[src/rtl/frame_dispatch_if.sv]
// Framebuffer read port plus outbound word stream of the frame dispatcher.
// The master side issues reads and drives the stream; the slave side is the memory and the serializer.
interface frame_dispatch_if #(
  parameter int DATA_W = 16,
  parameter int ADDR_W = 15
);
  logic [ADDR_W-1:0] fb_addr;
  logic              fb_rd_en;
  logic [DATA_W-1:0] fb_rd_data;
  logic [DATA_W-1:0] m_data;
  logic              m_valid;
  logic              m_ready;
  logic              m_sof;
  logic              m_eol;
  logic              m_eof;

  modport master (
    output fb_addr, fb_rd_en, m_data, m_valid, m_sof, m_eol, m_eof,
    input  fb_rd_data, m_ready
  );

  modport slave (
    input  fb_addr, fb_rd_en, m_data, m_valid, m_sof, m_eol, m_eof,
    output fb_rd_data, m_ready
  );
endinterface

[src/rtl/frame_dispatch_unit.sv]
// Frame dispatcher: synchronizes an async frame request, reads one frame word by word
// from a 1-cycle-latency framebuffer and streams it out with SOF/EOL/EOF markers.
module frame_dispatch_unit #(
  parameter int H_WORDS = 160,
  parameter int V_LINES = 144,
  parameter int DATA_W  = 16,
  parameter int ADDR_W  = 15
) (
  input  logic                    clk,
  input  logic                    reset,
  input  logic                    frame_req,
  frame_dispatch_if.master        bus,
  output logic                    busy,
  output logic                    frame_done,
  output logic [7:0]              frames_dropped
);

  localparam int XW = (H_WORDS > 1) ? $clog2(H_WORDS) : 1;
  localparam int YW = (V_LINES > 1) ? $clog2(V_LINES) : 1;
  localparam logic [XW-1:0] X_LAST = XW'(H_WORDS - 1);
  localparam logic [YW-1:0] Y_LAST = YW'(V_LINES - 1);

  typedef enum logic [1:0] {IDLE, FETCH, LOAD, SEND} state_t;

  state_t            state_q, state_d;
  logic              s1, s2, s3;
  logic              req_pulse;
  logic [ADDR_W-1:0] addr_q;
  logic [XW-1:0]     x_q;
  logic [YW-1:0]     y_q;
  logic [DATA_W-1:0] data_q;
  logic              valid_q, sof_q, eol_q, eof_q;
  logic              done_q;
  logic [7:0]        dropped_q;
  logic              handshake;

  // frame_req is asynchronous to clk: two flops for metastability, a third for edge detection.
  always_ff @(posedge clk or posedge reset) begin
    if (reset) begin
      s1 <= 1'b0;
      s2 <= 1'b0;
      s3 <= 1'b0;
    end else begin
      // NOTE: sequential state uses non-blocking assignments so every flop samples pre-edge values.
      s1 <= frame_req;
      s2 <= s1;
      s3 <= s2;
    end
  end

  assign req_pulse = s2 & ~s3;
  assign handshake = valid_q & bus.m_ready;

  always_ff @(posedge clk or posedge reset) begin
    if (reset) state_q <= IDLE;
    else       state_q <= state_d;
  end

  always_comb begin
    // NOTE: default assignment first so no path leaves state_d unassigned and infers a latch.
    state_d = state_q;
    unique case (state_q)
      IDLE:    if (req_pulse) state_d = FETCH;
      FETCH:   state_d = LOAD;
      LOAD:    state_d = SEND;
      SEND:    if (handshake) state_d = eof_q ? IDLE : FETCH;
      default: state_d = IDLE;
    endcase
  end

  always_comb begin
    bus.fb_rd_en = (state_q == FETCH);
    bus.fb_addr  = (state_q == FETCH) ? addr_q : '0;
    busy         = (state_q != IDLE);
  end

  // Position counters and the registered stream word; flags are only ever set alongside valid.
  always_ff @(posedge clk or posedge reset) begin
    if (reset) begin
      addr_q  <= '0;
      x_q     <= '0;
      y_q     <= '0;
      data_q  <= '0;
      valid_q <= 1'b0;
      sof_q   <= 1'b0;
      eol_q   <= 1'b0;
      eof_q   <= 1'b0;
      done_q  <= 1'b0;
    end else begin
      done_q <= 1'b0;
      unique case (state_q)
        IDLE: begin
          if (req_pulse) begin
            addr_q <= '0;
            x_q    <= '0;
            y_q    <= '0;
          end
        end
        LOAD: begin
          data_q  <= bus.fb_rd_data;
          valid_q <= 1'b1;
          sof_q   <= (x_q == '0) && (y_q == '0);
          eol_q   <= (x_q == X_LAST);
          eof_q   <= (x_q == X_LAST) && (y_q == Y_LAST);
        end
        SEND: begin
          if (handshake) begin
            valid_q <= 1'b0;
            sof_q   <= 1'b0;
            eol_q   <= 1'b0;
            eof_q   <= 1'b0;
            if (eof_q) begin
              done_q <= 1'b1;
            end else begin
              addr_q <= addr_q + ADDR_W'(1);
              if (x_q == X_LAST) begin
                x_q <= '0;
                y_q <= y_q + YW'(1);
              end else begin
                x_q <= x_q + XW'(1);
              end
            end
          end
        end
        default: ;
      endcase
    end
  end

  // Requests arriving while a frame is in flight (including the final handshake cycle) are dropped.
  always_ff @(posedge clk or posedge reset) begin
    if (reset)
      dropped_q <= '0;
    else if (req_pulse && (state_q != IDLE) && (dropped_q != 8'hFF))
      dropped_q <= dropped_q + 8'd1;
  end

  assign bus.m_data     = data_q;
  assign bus.m_valid    = valid_q;
  assign bus.m_sof      = sof_q;
  assign bus.m_eol      = eol_q;
  assign bus.m_eof      = eof_q;
  assign frame_done     = done_q;
  assign frames_dropped = dropped_q;

endmodule

[src/flat_wrapper.sv]
// flat-port wrapper written by rule: the top's interface ports become plain ports
module frame_dispatch_unit_flat 
#(
  parameter int H_WORDS = 160,
  parameter int V_LINES = 144,
  parameter int DATA_W  = 16,
  parameter int ADDR_W  = 15
)
  (clk, reset, frame_req, busy, frame_done, frames_dropped, bus_fb_addr, bus_fb_rd_en, bus_m_data, bus_m_valid, bus_m_sof, bus_m_eol, bus_m_eof, bus_fb_rd_data, bus_m_ready);
  frame_dispatch_if #(.DATA_W(DATA_W), .ADDR_W(ADDR_W)) bus_i ();
  input  logic clk;
  input  logic reset;
  input  logic frame_req;
  output logic busy;
  output logic frame_done;
  output logic [7:0] frames_dropped;
  output wire logic [$bits(bus_i.fb_addr)-1:0] bus_fb_addr;
  output wire logic [$bits(bus_i.fb_rd_en)-1:0] bus_fb_rd_en;
  output wire logic [$bits(bus_i.m_data)-1:0] bus_m_data;
  output wire logic [$bits(bus_i.m_valid)-1:0] bus_m_valid;
  output wire logic [$bits(bus_i.m_sof)-1:0] bus_m_sof;
  output wire logic [$bits(bus_i.m_eol)-1:0] bus_m_eol;
  output wire logic [$bits(bus_i.m_eof)-1:0] bus_m_eof;
  input wire logic [$bits(bus_i.fb_rd_data)-1:0] bus_fb_rd_data;
  input wire logic [$bits(bus_i.m_ready)-1:0] bus_m_ready;
  assign bus_fb_addr = bus_i.fb_addr;
  assign bus_fb_rd_en = bus_i.fb_rd_en;
  assign bus_m_data = bus_i.m_data;
  assign bus_m_valid = bus_i.m_valid;
  assign bus_m_sof = bus_i.m_sof;
  assign bus_m_eol = bus_i.m_eol;
  assign bus_m_eof = bus_i.m_eof;
  assign bus_i.fb_rd_data = bus_fb_rd_data;
  assign bus_i.m_ready = bus_m_ready;
  frame_dispatch_unit #(.H_WORDS(H_WORDS), .V_LINES(V_LINES), .DATA_W(DATA_W), .ADDR_W(ADDR_W)) u_core (.clk(clk), .reset(reset), .frame_req(frame_req), .bus(bus_i), .busy(busy), .frame_done(frame_done), .frames_dropped(frames_dropped));
endmodule
[config.mk]
export PLATFORM = sky130hd
export DESIGN_NAME = frame_dispatch_unit_flat
export DESIGN_NICKNAME = d
export VERILOG_FILES = /design/src/rtl/frame_dispatch_if.sv /design/src/rtl/frame_dispatch_unit.sv /design/src/flat_wrapper.sv
export SDC_FILE = /design/constraint.sdc
export NUM_CORES = 1
export LEC_CHECK = 0
export ABC_AREA = 1
export CORE_MARGIN = 2
export CORE_UTILIZATION = 40
export DETAILED_ROUTE_END_ITERATION = 8
export GPL_TIMING_DRIVEN = 0
export SYNTH_ARGS = -nofsm -noshare
export SYNTH_HDL_FRONTEND = slang
export SYNTH_SLANG_ARGS = --single-unit
[constraint.sdc]
create_clock -name clk -period 4.9 [get_ports clk]
set_input_delay 0.98 -clock clk [delete_from_list [all_inputs] [get_ports clk]]
set_output_delay 0.98 -clock clk [all_outputs]
set_load 0.05 [all_outputs]
==> results of run 1 <==
==> cells by family after synthesis <==
group,count (synthesis),synth area share [%]
and+or+nand+nor,279,34.03
buffers and inverters,75,8.937
DFF,65,44.69
AOI/OAI and AO/OA,36,5.913
xor gates and xnor gates,11,2.647
adders and majority gates,11,3.781
==> report_power, final <==
group / total (mW) / internal, mW / switching (mW) / leakage, nW
sequential: 0.764 / 0.662 / 0.102 / 0.857
clock: 0.507 / 0.286 / 0.221 / 0.109
combinational: 1.33 / 0.424 / 0.909 / 1.33
==> path summary, 6_finish.rpt <==
path | depth (start not counted) | endpoint | startpoint
max | 6 | bus_fb_addr[13] | u_core.state_q[1]
min | 0 | u_core.s2 | u_core.s1
max reg2reg | 6 | u_core.frames_dropped[2] | u_core.state_q[0]
min reg2reg | 0 | u_core.s2 | u_core.s1
max in group asynchronous | 2 | u_core.frames_dropped[4] | reset
min in group asynchronous | 2 | u_core.bus.m_sof | reset
==> Yosys cell counts (5+ instances only) <==
master | instances | area [um^2]
nand2_1 | 170 | 638.1
dfrtp_1 | 65 | 1627
inv_1 | 53 | 198.9
nor2_1 | 34 | 127.6
nand4_1 | 32 | 200.2
nand3_1 | 21 | 105.1
o21ai_1 | 13 | 65.06
ha_1 | 11 | 137.6
o21ai_0 | 10 | 50.05
nand2_2 | 9 | 56.30
xor2_1 | 8 | 70.07
inv_2 | 6 | 22.52
o21ai_2 | 6 | 52.55
buf_2 | 5 | 25.02
==> area by class of cell <==
class / count / area [um^2]
multi-input cells: 337 / 1688
well taps: 108 / 135.1
plain buffers: 15 / 100.1
fillers: 851 / 4116
clock inverters: 7 / 95.09
flip-flops and latches: 65 / 1627
inverters: 60 / 227.7
repair buffers: 65 / 650.6
clock buffers: 9 / 123.9
==> through the flow <==
step,std cells,setup slack [ns]
2_1_floorplan,477,2.150
3_3_place_gp,650,1.013
3_5_place_dp,650,1.743
4_1_cts,666,1.360
5_1_grt,666,1.198
6_report,666,1.382
==> flip-flops by register name, indices dropped and copies added, names as in the netlist <==
| name | flops |
|---|---|
| u_core.bus.m_valid | 1 |
| u_core.frames_dropped | 8 |
| u_core.bus.m_eol | 1 |
| u_core.y_q | 8 |
| u_core.x_q | 8 |
| u_core.bus.m_eof | 1 |
| u_core.s1 | 1 |
| u_core.frame_done | 1 |
| u_core.state_q | 2 |
| u_core.bus.m_sof | 1 |
| u_core.s2 | 1 |
| u_core.addr_q | 15 |
| u_core.s3 | 1 |
| u_core.bus.m_data | 16 |
==> routing by layer <==
layer	vias to the layer above	wire length, um	track usage [%]
li1	1665	-	-
met1	1493	3960	23.72
met2	83	3647	28.12
met3	12	522	5.762
met4	0	114	6.006
met5	-	0	0
==> results.txt, run 1 <==
----------------------------------------------------
[Pwr]
  Leakage Power ... 2.292 nW
  Power per unit of standard cell area ... 560.5 mW/mm^2
  Maximum VDD drop ... 0.0003409 V
  Post-route total power ... 2.605 mW

[Setup path]
  Category of cells accounting for the largest share of critical-path delay ... buffers and inverters
  Max stage delay on crit path ... 0.79 ns
  Signal arrival time at the worst endpoint ... 2.54 ns
  CP required ... 3.92 ns
  Combined buffer and inverter count along the critical path ... 4
  Launching element type of the critical path ... flip-flop
  Highest fanout seen on the critical path ... 10
  CP max-delay cell ... clkdlybuf4s50_1
  Critical path capture point type ... primary output
  Critical path cell sequence ... inv_1, ha_1, clkbuf_1, nand2_1, inv_1, clkdlybuf4s50_1
  Critical path class ... flip-flop to primary output
  CP dominant cell by count ... inv_1
  Register-to-Register Setup Slack ... 3.16 ns

[Clock tree]
  Clock Tree Root ... clkbuf_8
  Setup fix buffers added after clock tree synthesis ... 0
  Number of buffers created by CTS ... 9
  Clock edge transition at the registers on the reported setup and hold paths ... 0.08 ns
  CTS sink count ... 65
  Skew-Pair Late Insertion Delay ... 0.34 ns
  Clock tree from TritonCTS ... done
  Post-CTS resize count ... 0
  CTS H-tree lvls ... 3
  Cts-stage hold buffer count ... 0
  Maximum clock insertion buffer count ... 2

[Cells and area]
  Layout area overhead ... 27.67%
  Number of antenna repair diodes ... 0
  Most frequent cells in the layout ... 170 x nand2_1, 65 x clkdlybuf4s50_1, 65 x dfrtp_1, 52 x inv_1, 34 x nor2_1
  Proportion of layout cells with a drive suffix above 1 ... 10.39%
  Final std cell area, no fill ... 0.004647 mm^2
  Final nets ... 584
  Most common cell after layout, fill and taps aside ... nand2_1
  Final Util ... 53.03%

[Timing]
  Final setup viols ... 0
  Final Hold Slack ... 0.3570 ns
  Max-Slew Margin vs Limit ... 45.98%
  Final Hold Fails ... 0
  Setup TNS ... 0 ns
  Post-route clock period utilization ... 71.79%
  Clock period minus worst slack ... 3.518 ns
  Worst-margin pin slew ... 0.8103 ns
  Setup clock skew after layout ... 0.006521 ns
  Max-slew violations ... 0
  Unrepaired setup endpoints after global routing ... false
  Highest clock rate ... 284.3 MHz

[Floorplanning]
  Initial Utilization ... 41.53%
  Area enclosed by the die boundary ... 0.009878 mm^2
  Die Y ... 99.39 um
  Core Box Area ... 0.008763 mm^2
  Num ports ... 66
  Row cnt ... 34
  Die outline width ... 99.39 um

[Logic synthesis]
  Average instance area after synthesis ... 7.630 um^2
  Number of library cell types mapped by synthesis ... 29
  Post-synth design cell area ... 0.003640 mm^2
  Sequential share of the synthesized area ... 44.69%
  Net count after synthesis ... 508
  Number of instances in the synthesized netlist ... 477
  Number of warnings reported in the yosys synthesis log ... 0
  Flip-flop and latch count after synthesis ... 65
  Number of enable flip-flop cells after synthesis ... 0
  Async set-or-reset flop fraction in the synthesized netlist ... 100.0%
  Ys flop type ... dfrtp_1

[Route]
  Number of design-rule violations left by the first detailed-router iteration ... 146
  WL per Instance ... 12.38 um
  Drt via density ... 4.884
  Residual DRC ... 0
  First drt pass iteration count ... 5
  Routed wire length ... 8.244 mm
  Via count ... 3,253
  Antenna viol nets, final ... 0

[Global routing]
  Global-route usage over all layers ... 17.98%
  Via count of the first global-routing pass ... 3,123
  Overflow after GRT ... 0
  Largest net degree at the start of global routing ... 66
  Global-route wire length before repair ... 14.36 mm
  Antenna violations before repair ... 0

[Placement]
  Estimated wirelength of the detail-placed design ... 5.959 mm
  Routability congestion estimate ... 0.8084
  Count of input and output buffers ... 65
  Post-detailed-placement cell area ... 0.004428 mm^2

[Job]
  Max-cap violations ... 0

[Status]
  Result of the run ... complete, no violations

[Min path]
  Type of the most critical hold path ... flip-flop to flip-flop

----------------------------------------------------
Power figures use the tool's default switching activity.
==> run 2, diff against run 1 <==
Clock period 4.9 ns to 3.67 ns, I/O delays scaled along.
==> results of run 2 <==
Same layout as run 1 (identical final DEF). Status: complete, no violations.
Among the figures that moved: setup slack after placement 1.743 ns -> 0.7587 ns; setup slack after layout 1.382 ns -> 0.3983 ns; register-to-register setup slack 3.16 ns -> 1.93 ns; total power 2.605 mW -> 3.478 mW; worst IR drop on VDD 0.0003409 V -> 0.0004551 V
==> run 3, diff against run 2 <==
Settings changed: SKIP_LAST_GASP set to 1, TNS_END_PERCENT set to 30.
==> results of run 3 <==
Same layout as run 1 (identical final DEF). Status: complete, no violations.
Among the figures that moved: setup slack after placement 1.743 ns -> 0.7587 ns; setup slack after layout 1.382 ns -> 0.3983 ns; register-to-register setup slack 3.16 ns -> 1.93 ns; total power 2.605 mW -> 3.478 mW; worst IR drop on VDD 0.0003409 V -> 0.0004551 V
